### src/rtl/magnitude_compare_unit_if.sv
// Operand/result bundle for the magnitude compare unit.
// Carries the parallel operands, cascade inputs, serial bits and all flag outputs.
interface magnitude_compare_unit_if #(
    parameter int BIT_LEN = 4
);
    logic [BIT_LEN-1:0] par_a;
    logic [BIT_LEN-1:0] par_b;
    logic               lgn_in;
    logic               e_in;
    logic               par_lgn_out;
    logic               par_e_out;
    logic               ser_a;
    logic               ser_b;
    logic               ser_lgn_out;
    logic               ser_e_out;

    modport master (
        output par_a,
        output par_b,
        output lgn_in,
        output e_in,
        output ser_a,
        output ser_b,
        input  par_lgn_out,
        input  par_e_out,
        input  ser_lgn_out,
        input  ser_e_out
    );

    modport slave (
        input  par_a,
        input  par_b,
        input  lgn_in,
        input  e_in,
        input  ser_a,
        input  ser_b,
        output par_lgn_out,
        output par_e_out,
        output ser_lgn_out,
        output ser_e_out
    );
endinterface

### src/rtl/magnitude_compare_unit.sv
// Unsigned magnitude comparator: combinational cascadable BIT_LEN-wide path
// plus a registered bit-serial path.
// Ports: clk, reset (sync, active-high, serial path only),
//        bus (slave): par_a/par_b/lgn_in/e_in -> par_lgn_out/par_e_out,
//                     ser_a/ser_b -> ser_lgn_out/ser_e_out (registered).
// Build option: COMP_SERIAL_MSB_FIRST_EN selects MSB-first serial order
// (first differing bit locks the result); default is LSB-first.
module magnitude_compare_unit #(
    parameter int BIT_LEN = 4
) (
    input logic                          clk,
    input logic                          reset,
    magnitude_compare_unit_if.slave      bus
);

    logic [BIT_LEN-1:0] w_a;
    logic [BIT_LEN-1:0] w_b;
    logic               w_lgn;
    logic               w_e;
    logic               w_ser_diff;
    logic               r_ser_lgn;
    logic               r_ser_e;

    assign w_a = bus.par_a;
    assign w_b = bus.par_b;

    // Ripple from LSB to MSB: a differing bit overrides everything below it,
    // so the most significant differing bit decides. Equal words leave the
    // cascade inputs untouched, including the illegal (1,1) pair.
    always_comb begin
        w_lgn = bus.lgn_in;
        w_e   = bus.e_in;
        for (int i = 0; i < BIT_LEN; i++) begin
            if (w_a[i] != w_b[i]) begin
                w_lgn = w_a[i];
                w_e   = 1'b0;
            end
        end
    end

    assign bus.par_lgn_out = w_lgn;
    assign bus.par_e_out   = w_e;

    assign w_ser_diff = bus.ser_a ^ bus.ser_b;

    always_ff @(posedge clk) begin
        if (reset) begin
            r_ser_lgn <= 1'b0;
            r_ser_e   <= 1'b1;
        end else begin
`ifdef COMP_SERIAL_MSB_FIRST_EN
            // Only the first difference counts; later bits are less significant.
            if (r_ser_e && w_ser_diff) begin
                r_ser_lgn <= bus.ser_a;
                r_ser_e   <= 1'b0;
            end
`else
            // Each new bit outranks all history, so any difference overrides.
            if (w_ser_diff) begin
                r_ser_lgn <= bus.ser_a;
                r_ser_e   <= 1'b0;
            end
`endif
        end
    end

    assign bus.ser_lgn_out = r_ser_lgn;
    assign bus.ser_e_out   = r_ser_e;

endmodule

### src/flat_wrapper.sv
// flat-port wrapper written by rule: the top's interface ports become plain ports
module magnitude_compare_unit_flat 
#(
    parameter int BIT_LEN = 4
)
  (clk, reset, bus_par_a, bus_par_b, bus_lgn_in, bus_e_in, bus_ser_a, bus_ser_b, bus_par_lgn_out, bus_par_e_out, bus_ser_lgn_out, bus_ser_e_out);
  magnitude_compare_unit_if #(.BIT_LEN(BIT_LEN)) bus_i ();
  input logic clk;
  input logic reset;
  input wire logic [$bits(bus_i.par_a)-1:0] bus_par_a;
  input wire logic [$bits(bus_i.par_b)-1:0] bus_par_b;
  input wire logic [$bits(bus_i.lgn_in)-1:0] bus_lgn_in;
  input wire logic [$bits(bus_i.e_in)-1:0] bus_e_in;
  input wire logic [$bits(bus_i.ser_a)-1:0] bus_ser_a;
  input wire logic [$bits(bus_i.ser_b)-1:0] bus_ser_b;
  output wire logic [$bits(bus_i.par_lgn_out)-1:0] bus_par_lgn_out;
  output wire logic [$bits(bus_i.par_e_out)-1:0] bus_par_e_out;
  output wire logic [$bits(bus_i.ser_lgn_out)-1:0] bus_ser_lgn_out;
  output wire logic [$bits(bus_i.ser_e_out)-1:0] bus_ser_e_out;
  assign bus_i.par_a = bus_par_a;
  assign bus_i.par_b = bus_par_b;
  assign bus_i.lgn_in = bus_lgn_in;
  assign bus_i.e_in = bus_e_in;
  assign bus_i.ser_a = bus_ser_a;
  assign bus_i.ser_b = bus_ser_b;
  assign bus_par_lgn_out = bus_i.par_lgn_out;
  assign bus_par_e_out = bus_i.par_e_out;
  assign bus_ser_lgn_out = bus_i.ser_lgn_out;
  assign bus_ser_e_out = bus_i.ser_e_out;
  magnitude_compare_unit #(.BIT_LEN(BIT_LEN)) u_core (.clk(clk), .reset(reset), .bus(bus_i));
endmodule
### config.mk
export PLATFORM = sky130hd
export DESIGN_NAME = magnitude_compare_unit_flat
export DESIGN_NICKNAME = d
export VERILOG_FILES = /design/src/rtl/magnitude_compare_unit_if.sv /design/src/rtl/magnitude_compare_unit.sv /design/src/flat_wrapper.sv
export SDC_FILE = /design/constraint.sdc
export NUM_CORES = 1
export LEC_CHECK = 0
export CORE_AREA = 2 2 39 41
export CTS_CLUSTER_SIZE = 10
export DETAILED_ROUTE_END_ITERATION = 8
export DIE_AREA = 0 0 41 43
export GPL_TIMING_DRIVEN = 0
export PLACE_DENSITY_LB_ADDON = 0.1
export SETUP_SLACK_MARGIN = 0.5
export SYNTH_ARGS = -nofsm -noshare
export SYNTH_HDL_FRONTEND = slang
export SYNTH_SLANG_ARGS = --single-unit
### constraint.sdc
create_clock -name clk -period 0.9 [get_ports clk]
set_clock_uncertainty 0.05 [all_clocks]
set_input_delay 0.135 -clock clk [delete_from_list [all_inputs] [get_ports clk]]
set_output_delay 0.135 -clock clk [all_outputs]
set_load 0.005 [all_outputs]
==> summary.md, run 1 <==
| Metric | Value |
|---|---|
| Status | finished, violations left |
| Failing checks | negative setup slack |
| Lkg Pwr | 0.0002162 uW |
| # IOs | 18 |
| Synth Register Bits | 2 |
| FILL cells | 152 |
| Routed wire length | 604 um |
| Gr ovfl total | 0 |
| Core box area | 0.001384 mm2 |
| Vias per cell | 3.983 |
| CP Cell Sequence | buf_6 > nand2b_4 > maj3_2 > o211ai_2 > buf_2 |
| Syn Nets | 37 |
| Gpl congestion | 0.5135 |
| Kind of critical path | input pin to primary output |
| Fin worst setup slack | -0.1257 ns |
| Slew @ Worst Pin | 0.1660 ns |
| RSZ-0062 raised after global routing | true |
| CP max FO | 2 |
| Site Rows | 14 |
| TritonCTS clock tree | yes |
| DRC | 0 |
| Number of global-route vias before repair | 281 |
| Die H | 43 um |
| Setup TNS | -0.2369 ns |
| Clock Sinks | 2 |
| Die X-Extent | 41 um |
| Tmin final | 1.026 ns |
| Clock Path Buffers | 2 |
| Hold Crit Class | input pin to flip-flop |
| Final period util | 1.140 |
| Max-Cap Viols | 0 |
| Yosys cell types | 15 |
| Die Area | 0.001763 mm2 |
| Antenna Cells | 0 |
| Routed wire per std cell | 10.07 um |
| Initial antenna violation count | 0 |
| Reg2Reg Depth | 1 |
| Post-layout nets | 60 |
| H-tree depth | 1 |
| P&R area growth vs syn | 115.5% |
| Port buffer count | 17 |
| Largest stage delay on the critical path | 0.30 ns |
| Worst hold stages | 2 |
| GRT Overall Usage | 0.09109 |
| Worst setup SP type | input pin |
| Layout cell share with drive strength beyond 1 | 0.8182 |
| Slew HR | 0.8894 |
| Crit. End Element | primary output |
| Count of hold-fix buffers inserted at cts | 0 |
| Sequential fraction of the synthesis area | 0.1988 |
| Yosys warns | 0 |
| CTS root buf | clkbuf_4 |
| Via count | 239 |
| Fmax | 974.9 MHz |
| Clock Pin Slew Worst Setup and Hold Paths | 0.03 ns |
| Slowest library cell on the worst path | maj3_2 |
| Synth Area per Inst | 8.758 um2 |
| Pin count of the biggest net entering global routing | 4 |
| Crit path DAT | 0.84 ns |
| Finish-stage setup viols | 2 |
| DR pass1 iterations | 2 |
| Pwr per Cell Area | 1038 mW/mm2 |
| Area after DPL | 394.1 um2 |
| Req. time, crit path | 0.71 ns |
| Fin. Hold Viols | 0 |
| Initial Util | 0.1456 |
| Iter 0 DRT Violations | 1 |
| Synthesized area | 201.4 um2 |
| Antenna-violating nets left | 0 |
| Non-Filler Cell Area, Final | 434.2 um2 |
| First-pass GRT wire length | 1007 um |
| Skew-Pair Late Insertion Delay | 0.22 ns |
| Max IR drop VDD | 479.6 uV |
| Fin. max-slew vios | 0 |
| Cells after synthesis | 23 |
| CTS Buf Count | 3 |
## state kept, by name, indices dropped and copies added, names as in the netlist
name                    flops
u_core.bus.ser_lgn_out      1
u_core.bus.ser_e_out        1
## power breakdown
part / switching (uW) / total, uW / internal [uW]
Combinational: 61.1 / 156 / 95.2
Clock: 46.6 / 193 / 147
Sequential: 3.82 / 101 / 97.3
## worst max-delay path: cells and delay by family
family | cells | cell delay (ns)
fa+ha+maj | 1 | 0.30
compound gates | 1 | 0.06
simple gates | 1 | 0.13
buf+inv | 2 | 0.22
## through the flow
step	utilization	instances	setup WS (ns)	power (uW)	hold WS (ns)
final	0.3137	60	-0.1257	450.7	0.1768
after global routing	0.3137	60	-0.1609	485.8	0.1760
after CTS	0.3092	60	-0.1319	464.4	0.1548
after detailed placement	0.2848	56	-0.9222	253.9	0.3933
after global placement	0.2848	56	-0.8996	250.6	0.3842
after floorplan	-	23	0.09598	157.1	0.1467
## cell type report
type	instances	area, um2	area share
Multi-Input combinational cell	18	200.2	0.4611
Timing Repair Buffer	18	137.6	0.3170
Sequential cell	2	42.54	0.09798
Clock buffer	3	22.52	0.05187
Tap cell	16	20.02	0.04611
Inverter	3	11.26	0.02594
## Yosys cell counts (all sizes together)
| library cell | count | area share |
|---|---|---|
| nand2 | 1 | 0.019 |
| a31o | 1 | 0.043 |
| o211ai | 1 | 0.062 |
| nand3 | 1 | 0.050 |
| o2111ai | 1 | 0.043 |
| dfxtp | 2 | 0.20 |
| nand2b | 6 | 0.22 |
| nor3 | 1 | 0.050 |
| a21oi | 1 | 0.025 |
| maj3 | 2 | 0.11 |
| nand3b | 1 | 0.037 |
| xor2 | 1 | 0.043 |
| or2b | 1 | 0.037 |
| inv | 3 | 0.056 |
## layer usage
layer | part of all wire | global-route usage
met4 | 0 | 0.1000
met3 | 0.094 | 0.03141
met5 | 0 | 0
met2 | 0.59 | 0.1500
met1 | 0.31 | 0.07006
## worst paths after layout
kind | from | to | slack [ns]
min reg2reg | u_core.bus.ser_lgn_out$_SDFFE_PP0P_ | u_core.bus.ser_lgn_out$_SDFFE_PP0P_ | 0.39
max | bus_par_b[2] | bus_par_lgn_out | -0.13
max reg2reg | u_core.bus.ser_e_out$_SDFFE_PP1P_ | u_core.bus.ser_e_out$_SDFFE_PP1P_ | 0.27
min | reset | u_core.bus.ser_lgn_out$_SDFFE_PP0P_ | 0.18
## placed cells by master (no fill, tap or decap)
cell type / Yosys / layout
a21oi_2: 0 / 1
a31o_1: 1 / 1
buf_2: 0 / 9
buf_4: 0 / 1
buf_6: 0 / 4
clkbuf_4: 0 / 3
clkdlybuf4s15_2: 0 / 2
dfxtp_2: 0 / 2
dlygate4sd2_1: 0 / 2
inv_1: 3 / 2
inv_2: 0 / 1
maj3_2: 2 / 2
nand2_2: 0 / 1
nand2b_4: 1 / 6
nand3_2: 1 / 1
nand3b_1: 1 / 1
nor3_2: 1 / 1
o2111ai_2: 0 / 1
o211ai_2: 1 / 1
or2b_1: 1 / 1
xor2_1: 1 / 1
## logic make-up after synthesis
| family | after synthesis | share of synthesized area |
|---|---|---|
| XOR/XNOR | 1 | 0.04349 |
| AND/OR/NAND/NOR | 11 | 0.4161 |
| adder cells (fa/ha/maj) | 2 | 0.1118 |
| buffers and inverters | 3 | 0.05590 |
| flip-flops | 2 | 0.1988 |
| AO/OA/AOI/OAI | 4 | 0.1739 |
## repair_timing
action / CTS / global route
setup buffers: 1 / 0
pin swaps: 6 / 1
resized for setup: 70 / 2
setup endpoints to repair: 6 / 6
(Power assumes the default switching activity.)
==> run 2, diff against run 1 <==
SLEW_MARGIN = 40   (was default)
==> results of run 2 <==
The final DEF is identical to that of run 1; final timing and power are the same.
